$ cat src/rtl/keypad_pkg.sv
// Shared types, constants and decode helpers for the 4x3 keypad scanner.
package keypad_pkg;

  typedef enum logic [1:0] {
    SCAN     = 2'd0,
    DEBOUNCE = 2'd1,
    PRESSED  = 2'd2
  } kp_state_e;

  localparam logic [3:0] KEY_STAR = 4'd10;
  localparam logic [3:0] KEY_HASH = 4'd11;
  localparam logic [3:0] KEY_NONE = 4'd15;

  localparam int N_ROWS = 4;
  localparam int N_COLS = 3;

  // Index of the set bit in a one-hot vector (0 if none set).
  function automatic logic [1:0] onehot_idx(input logic [3:0] oh);
    logic [1:0] idx;
    idx = '0;
    for (int i = 0; i < 4; i++) begin
      if (oh[i]) idx = 2'(i);
    end
    return idx;
  endfunction

  // Row/column position to key code: rows 0..2 hold digits 1..9, row 3 is * 0 #.
  function automatic logic [3:0] key_lookup(input logic [1:0] row, input logic [1:0] col);
    logic [3:0] code;
    if (row == 2'd3) begin
      case (col)
        2'd0:    code = KEY_STAR;
        2'd1:    code = 4'd0;
        default: code = KEY_HASH;
      endcase
    end else begin
      code = ({2'b00, row} * 4'd3) + {2'b00, col} + 4'd1;
    end
    return code;
  endfunction

  // Digit code to the one-hot keypad level; * and # map to zero.
  function automatic logic [9:0] digit_onehot(input logic [3:0] code);
    logic [9:0] v;
    v = '0;
    for (int i = 0; i < 10; i++) begin
      v[i] = (code == 4'(i));
    end
    return v;
  endfunction

endpackage

$ cat src/rtl/keypad_scanner_sync.sv
// key_row_sync: parameterized-width 2-FF synchronizer, asynchronous reset to 0.
module key_row_sync #(
  parameter int WIDTH = 4
) (
  input  logic             clk,
  input  logic             rst,
  input  logic [WIDTH-1:0] d,
  output logic [WIDTH-1:0] q
);

  logic [WIDTH-1:0] meta_q;
  logic [WIDTH-1:0] sync_q;

  always_ff @(posedge clk or posedge rst) begin
    if (rst) begin
      meta_q <= '0;
      sync_q <= '0;
    end else begin
      meta_q <= d;
      sync_q <= meta_q;
    end
  end

  assign q = sync_q;

endmodule

$ cat src/rtl/keypad_scanner.sv
// 4x3 keypad scanner: column scan, row debounce, one-hot digit level, strobe and code.
// Optional auto-repeat is compiled in with the KEYPAD_REPEAT_EN macro.
module keypad_scanner
  import keypad_pkg::*;
#(
  parameter int SCAN_DIV      = 5,
  parameter int DEBOUNCE_CNT  = 20,
  parameter int REPEAT_DELAY  = 500,
  parameter int REPEAT_PERIOD = 100
) (
  input  logic              clk,
  input  logic              rst,
  input  logic [N_ROWS-1:0] key_row,
  output logic [N_COLS-1:0] key_col,
  output logic [9:0]        keypad,
  output logic [3:0]        key_code,
  output logic              key_valid
);

  localparam int DWELL_W = $clog2(SCAN_DIV + 1);
  localparam int DB_W    = $clog2(DEBOUNCE_CNT + 1);

  if (SCAN_DIV < 3 || DEBOUNCE_CNT < 2 || REPEAT_PERIOD < 1 || REPEAT_PERIOD > REPEAT_DELAY) begin : g_bad_cfg
    $error("keypad_scanner: illegal parameter set");
  end

  logic [N_ROWS-1:0]  rs;
  kp_state_e          state_q, state_d;
  logic [DWELL_W-1:0] dwell_q, dwell_d;
  logic [N_COLS-1:0]  col_q, col_d;
  logic [N_ROWS-1:0]  row_q, row_d;
  logic [DB_W-1:0]    cnt_q, cnt_d;
  logic [9:0]         keypad_q, keypad_d;
  logic [3:0]         code_q, code_d;
  logic               valid_q, valid_d;
  logic               rs_single;
  logic [3:0]         press_code;

  key_row_sync #(.WIDTH(N_ROWS)) u_sync (
    .clk (clk),
    .rst (rst),
    .d   (key_row),
    .q   (rs)
  );

  // Exactly one row asserted; two or more rows means ghosting and is rejected.
  assign rs_single  = (rs != '0) && ((rs & (rs - 4'd1)) == '0);
  assign press_code = key_lookup(onehot_idx(row_q), onehot_idx({1'b0, col_q}));

`ifdef KEYPAD_REPEAT_EN
  localparam int HOLD_W = $clog2(REPEAT_DELAY + 1);
  logic [HOLD_W-1:0] hold_q, hold_d;
`endif

  always_comb begin
    state_d  = state_q;
    dwell_d  = dwell_q;
    col_d    = col_q;
    row_d    = row_q;
    cnt_d    = cnt_q;
    keypad_d = keypad_q;
    code_d   = code_q;
    valid_d  = 1'b0;
`ifdef KEYPAD_REPEAT_EN
    hold_d   = hold_q;
`endif
    case (state_q)
      SCAN: begin
        if (dwell_q == DWELL_W'(SCAN_DIV - 1)) begin
          dwell_d = '0;
          col_d   = {col_q[N_COLS-2:0], col_q[N_COLS-1]};
        end else begin
          dwell_d = dwell_q + 1'b1;
        end
        // First two dwell cycles still show the previous column through the synchronizer.
        if (dwell_q >= DWELL_W'(2) && rs_single) begin
          state_d = DEBOUNCE;
          row_d   = rs;
          cnt_d   = '0;
          dwell_d = '0;
          col_d   = col_q;
        end
      end
      DEBOUNCE: begin
        if (rs == row_q) begin
          if (cnt_q >= DB_W'(DEBOUNCE_CNT - 2)) begin
            state_d  = PRESSED;
            cnt_d    = '0;
            valid_d  = 1'b1;
            code_d   = press_code;
            keypad_d = digit_onehot(press_code);
`ifdef KEYPAD_REPEAT_EN
            hold_d   = '0;
`endif
          end else begin
            cnt_d = cnt_q + 1'b1;
          end
        end else begin
          state_d = SCAN;
          cnt_d   = '0;
        end
      end
      PRESSED: begin
`ifdef KEYPAD_REPEAT_EN
        // Hold counter saturates one short of the delay and fires only while the key is still down.
        if (hold_q < HOLD_W'(REPEAT_DELAY - 1)) begin
          hold_d = hold_q + 1'b1;
        end else if (rs == row_q) begin
          valid_d = 1'b1;
          hold_d  = HOLD_W'(REPEAT_DELAY - REPEAT_PERIOD);
        end
`endif
        if (rs == '0) begin
          if (cnt_q >= DB_W'(DEBOUNCE_CNT - 1)) begin
            state_d  = SCAN;
            cnt_d    = '0;
            keypad_d = '0;
            code_d   = KEY_NONE;
`ifdef KEYPAD_REPEAT_EN
            hold_d   = '0;
`endif
          end else begin
            cnt_d = cnt_q + 1'b1;
          end
        end else begin
          cnt_d = '0;
        end
      end
      default: begin
        state_d = SCAN;
      end
    endcase
  end

  always_ff @(posedge clk or posedge rst) begin
    if (rst) begin
      state_q  <= SCAN;
      dwell_q  <= '0;
      col_q    <= 3'b001;
      row_q    <= '0;
      cnt_q    <= '0;
      keypad_q <= '0;
      code_q   <= KEY_NONE;
      valid_q  <= 1'b0;
    end else begin
      state_q  <= state_d;
      dwell_q  <= dwell_d;
      col_q    <= col_d;
      row_q    <= row_d;
      cnt_q    <= cnt_d;
      keypad_q <= keypad_d;
      code_q   <= code_d;
      valid_q  <= valid_d;
    end
  end

`ifdef KEYPAD_REPEAT_EN
  always_ff @(posedge clk or posedge rst) begin
    if (rst) begin
      hold_q <= '0;
    end else begin
      hold_q <= hold_d;
    end
  end
`endif

  assign key_col   = col_q;
  assign keypad    = keypad_q;
  assign key_code  = code_q;
  assign key_valid = valid_q;

endmodule
$ cat config.mk
export PLATFORM = sky130hd
export DESIGN_NAME = keypad_scanner
export DESIGN_NICKNAME = d
export VERILOG_FILES = /design/src/rtl/keypad_pkg.sv /design/src/rtl/keypad_scanner_sync.sv /design/src/rtl/keypad_scanner.sv
export SDC_FILE = /design/constraint.sdc
export NUM_CORES = 1
export LEC_CHECK = 0
export CORE_ASPECT_RATIO = 1.5
export CORE_MARGIN = 4
export CORE_UTILIZATION = 55
export DETAILED_ROUTE_END_ITERATION = 10
export PLACE_DENSITY_LB_ADDON = 0.3
export SLEW_MARGIN = 20
export SYNTH_ARGS = -nofsm -noshare
export SYNTH_HDL_FRONTEND = slang
export SYNTH_SLANG_ARGS = --single-unit
$ cat constraint.sdc
create_clock -name clk -period 3.25 [get_ports clk]
set_input_delay 0.65 -clock clk [delete_from_list [all_inputs] [get_ports clk]]
set_output_delay 0.65 -clock clk [all_outputs]
set_load 0.005 [all_outputs]
* After elaboration in Yosys (flattened, before gate mapping)
Cells that the tools add are included.
Word-level totals: flip-flop bits (word level) 40, bits in latches 0, RAM bits 0, ROM bits 0, input port bits 6, output and inout bits 18, logic and storage cells 91, memories 0
Cells by class: add/sub/neg operators 5, $mul 1, divide/modulo/power cells 0, magnitude comparators 3, eq/ne operators 21, shift operators 0, mux-type cells 34, bitwise gates (word level) 2, reduce and logical (&&, ||, !) cells 15
Operator list (number):
- two-way mux 10 bit | 4
- two-way mux 5 bit | 5
- two-way mux 4 bit | 5
- case mux 10 bit (2 select lines) | 1
- equality test 4 x 3 -> 1 bit, second input constant | 4
- two-way mux 2 bit | 8
- case mux 4 bit (2 select lines) | 2
- case mux 5 bit (3 select lines) | 1
- zero test 4 bit | 3
- >= comparator 5 bit, second input constant | 2
- != test 2 bit, second input constant | 5
- equality test 4 x 2 -> 1 bit, second input constant | 2
- equality test 4 bit, second input constant | 2
- two-way mux 3 bit | 2
- case mux 2 bit (3 select lines) | 1
- adder 5 x 1 -> 5 bit, second input constant | 1
- two-way mux 1 bit | 5
- AND reduction 5 bit | 1
- adder 4 x 1 -> 4 bit, second input constant | 1
- adder 4 x 2 -> 4 bit | 1
- bitwise AND 4 bit | 1
- equality test 2 x 1 -> 1 bit, second input constant | 2
- equality test 2 bit, second input constant | 2
- equality test 4 x 1 -> 1 bit, second input constant | 1
- 16 further kinds | 19

* Logic depth before layout (Yosys ltp)
word-level depth 11, depth in mapped cells 9, mapped depth without buffers 9

* By module
From an unflattened synthesis, not the netlist that was laid out.
Unflattened totals: cells, all modules 203, area total of the unflattened synthesis 2183.3 µm²
Modules (own cells, without submodules):
- keypad_scanner | instances 1, cells an instance 194, area each 1979.4 µm², seq. area each 807.0 µm²
- key_row_sync | instances 1, cells an instance 9, area each 203.9 µm², seq. area each 200.2 µm²

* Least setup slack after synthesis
Ideal clock, no wire load.
kind register to register, start register row_q[2], end register keypad_q[0] (netlist: keypad[0]), library setup time 0.066 ns, data arrival time 2.405 ns, data required time 3.184 ns, setup slack 0.780 ns, cell stages (with the launch flop) 9, path buffers 0, period minus slack after synthesis 2.470 ns, cells stage by stage dfrtp_1 -> or2_2 -> fa_1 -> fa_1 -> xnor2_1 -> inv_1 -> o21ai_0 -> and2_1 -> a22o_1
On the way: word-level cells in the longest chain between the ends 10, elaborated cells on any way between the ends 14, classes of those cells add/sub (2); mul (1); eq/ne (3); mux (6); reduce/logical (2)
Ends and longest elaborated chain:
- start, declared | line keypad_scanner.sv:31 | logic [N_ROWS-1:0] row_q, row_d;
- start signal, assigned | line keypad_scanner.sv:149 | row_q <= row_d;
- two-way mux 2 bit (2 in a row) | line keypad_pkg.sv:22 | if (oh[i]) idx = 2'(i);
- multiplier 2 x 2 -> 4 bit | line keypad_pkg.sv:37 | code = ({2'b00, row} * 4'd3) + {2'b00, col} + 4'd1;
- adder 4 x 2 -> 4 bit | line keypad_pkg.sv:37
- adder 4 x 1 -> 4 bit | line keypad_pkg.sv:37
- two-way mux 4 bit | line keypad_pkg.sv:30 | if (row == 2'd3) begin
- zero test 4 bit | line keypad_pkg.sv:47 | v[i] = (code == 4'(i));
- two-way mux 10 bit | line keypad_scanner.sv:86 | if (cnt_q >= DB_W'(DEBOUNCE_CNT - 2)) begin
- two-way mux 10 bit | line keypad_scanner.sv:85 | if (rs == row_q) begin
- case mux 10 bit (2 select lines) | line keypad_scanner.sv:67 | case (state_q)
- end signal, assigned | line keypad_scanner.sv:151 | keypad_q <= keypad_d;
- end, declared | line keypad_scanner.sv:33 | logic [9:0] keypad_q, keypad_d;
Parallel ways exist; a longest one is shown, timed or not. The select of a mux whose other input is x is not followed. A chain may end at the register's enable or synchronous reset.

* Worst setup path after layout
Same ends and word-level chain as after synthesis.

==> qor.csv <==
metric;value;unit
Final Hold Viols;0;
DR WL/cell;15.6;um
RSZ-0062 raised after global routing;false;
# diodes;0;
Final Cycle Share;0.840;
final setup fails;0;
simple-gate area share of the yosys netlist;0.153;
number of max-cap violations;0;
Worst VDD drop;0.504;mV
clock latency on the worst-skew pair;0.30;ns
relative slew slack;0.542;
syn_nets;207;
Clock Tree Root;clkbuf_8;
Hold Startpoint;u_sync.meta_q[1];
CP Data Required Time;3.49;ns
vias;1550;
Slew Viols, Final;0;
First-pass DRT Iterations;4;
gr usage total;0.181;
post-DP HPWL;3100;um
largest family of logic cells by synthesized area;compound AO/OA/AOI/OAI gates;
sequential cell area;1010;um2
CORE AREA;3680;um2
die footprint;4880;um2
Crit Path Category;reg -> reg;
FP Rows;27;
reg-to-reg startpoint;row_q[2];
leak pwr;1.07;nW
Flop pwr share;0.332;
vias in the first global route;1543;
drt first-iter violations;38;
Hold Buf Count CTS;0;
Worst-Margin Slew;0.682;ns
H-tree Lvls;2;
Post-Synth Adder-Cell Area;0.0908;
Synth top cells by count;35 x dfrtp_1, 13 x nand2_1, 12 x a21oi_1, 12 x ha_1, 12 x nor2_1;
Crit. End Element;flop;
Area growth, synth to finish;18.2;%
sequential area share after synthesis;0.481;
ys flop type;dfrtp_1;
Final GP Congestion;0.814;
pre-CTS setup slack;0.579;ns
Final Skew;0.00603;ns
Starting Density;0.569;
number of synthesized flops with an enable pin;0;
proportion of synthesized area in mux cells;0.0323;
CTS clk-pin slew, worst paths;0.07;ns
fraction of layout cells with a size suffix above 1;0.147;
CTS buffer count;5;
setup ws final;0.519;ns
cell taking the most area after synthesis;dfrtp_1;
Async SR Flop Fraction;1.00;
#FFs+latches synth;40;
count leader, synth;dfrtp_1;
footprint of the multi-input gates;1040;um2
synthesized cell area;2090;um2
Switching Fraction;0.411;
gr ovfl total;0;
final WL;4050;um
first-pass GRT wire length;6860;um
Unique masters post-synth;47;
Ports;24;
Int Power;0.00113;W
status;completed;
ANT nets after route;0;
Max Freq;0.366;GHz
cells after synthesis;187;
CP Max Fanout;6;
clock share of power;0.181;
Avg Inst Size Synth;11.2;um2
Post-CTS Setup Inserts;0;
Tot Pwr;0.00192;W
Die Y;83.6;um
DRC;0;
clock buffer depth;2;
PostCTS Resize Cnt;0;
CP Launch Point;row_q[2];
CTS tree;yes;
Hold/Removal Path Class;reg -> reg;
NumNets Final;236;
DR vias/cell;5.96;
Arr. time, crit path;2.97;ns
Area contributors post-synth;dfrtp_1 42%, ha_1 7.2%, dfstp_2 6.3%, mux2_2 3.2%, a21oi_1 2.9%;
xor/xnor share of the synthesized area;0.0251;
Setup TNS Final;0;ns
number of fill cells;291;
Worst setup SP type;flop;
post-synthesis compound-gate area fraction;0.194;
PortBufs;23;
top-area cell type share of the netlist area;0.418;
die width;58.4;um
worst hold slack;0.354;ns
net switching power;0.000789;W
Final min period;2.73;ns
initial antenna violation count;0;
largest net degree at the start of global routing;41;
number of clock sinks;40;
combinational share of power;0.487;
yosys warns;0;
PD cells;776;nW/um2
-- metal layers --
layer	global-route usage	up-vias	routed length [um]
li1	-	742	-
met1	0.198	767	1600
met2	0.317	31	2190
met3	0.0480	10	176
met4	0.0781	0	81
met5	0	-	0
-- state kept, by name, indices dropped and copies added (netlist names) --
name           cells
state_q            2
u_sync.meta_q      4
u_sync.q           4
row_q              4
key_code           4
keypad            10
cnt_q              5
key_col            3
key_valid          1
dwell_q            3
-- final cells by class --
class / count / area share
clock buffer: 6 / 0.0334
multi-input combinational: 134 / 0.419
clock inverter: 2 / 0.00607
tap: 43 / 0.0217
inverter: 11 / 0.0167
sequential: 40 / 0.407
timing repair buffer: 24 / 0.0961
-- stage by stage --
stage	cells	util	instance area [um2]
after floorplan	187	-	2090
after global placement	252	0.646	2380
after detailed placement	252	0.646	2380
after CTS	260	0.672	2470
after global routing	260	0.672	2470
final	260	0.672	2470
-- critical path, stage by stage (launching register included) --
cell     delay [ns]
dfrtp_1        0.40
or2_2          0.34
fa_1           0.51
fa_1           0.44
xnor2_1        0.41
inv_1          0.08
o21ai_0        0.16
and2_1         0.18
a22o_1         0.15
-- logic make-up after synthesis --
| kind of cell | count (synthesis) |
|---|---|
| AOI/OAI and AO/OA | 50 |
| xor gates and xnor gates | 6 |
| adders and majority gates | 14 |
| buffers and inverters | 13 |
| DFF | 40 |
| muxes | 6 |
| and+or+nand+nor | 58 |
-- path summary, 6_finish.rpt --
kind                       cells past startpoint     endpoint  slack, ns
max in group asynchronous                      3  key_code[0]       2.12
min in group asynchronous                      3     cnt_q[4]       0.77
hold / removal                                 0  u_sync.q[1]       0.35
setup / recovery                               8    keypad[0]       0.52
setup reg to reg                               8    keypad[0]       0.52
hold reg to reg                                0  u_sync.q[1]       0.35
-- power by group through the flow --
stage	Combinational (W)	Clock [W]	Sequential, W
after floorplan	0.000705	0	0.000636
after global placement	0.000871	0	0.000640
after detailed placement	0.000921	0	0.000647
after CTS	0.000930	0.000358	0.000637
after global routing	0.00104	0.000377	0.000649
final	0.000935	0.000347	0.000638
-- layout by cell type, fill, tap and decap left out, types with 2 or more instances in the layout --
cell type / n
nand2b_1: 2
o311ai_2: 3
nand4_1: 2
a31oi_1: 3
nand3_1: 5
nor3_1: 4
or3_1: 2
or4b_1: 2
a21oi_1: 12
o21ai_0: 7
mux2_2: 6
nor2_1: 12
clkinvlp_4: 2
nor4_1: 2
clkdlybuf4s50_1: 23
a32o_1: 4
dfrtp_1: 35
nand2_1: 13
a22o_1: 4
clkbuf_8: 6
xnor2_1: 6
nand3_2: 2
o2bb2ai_1: 3
ha_1: 12
fa_1: 2
inv_1: 11
a21o_1: 2
and2_1: 2
nor2b_1: 4
dfstp_2: 5
Note: power is estimated with default switching activity, not from simulation.
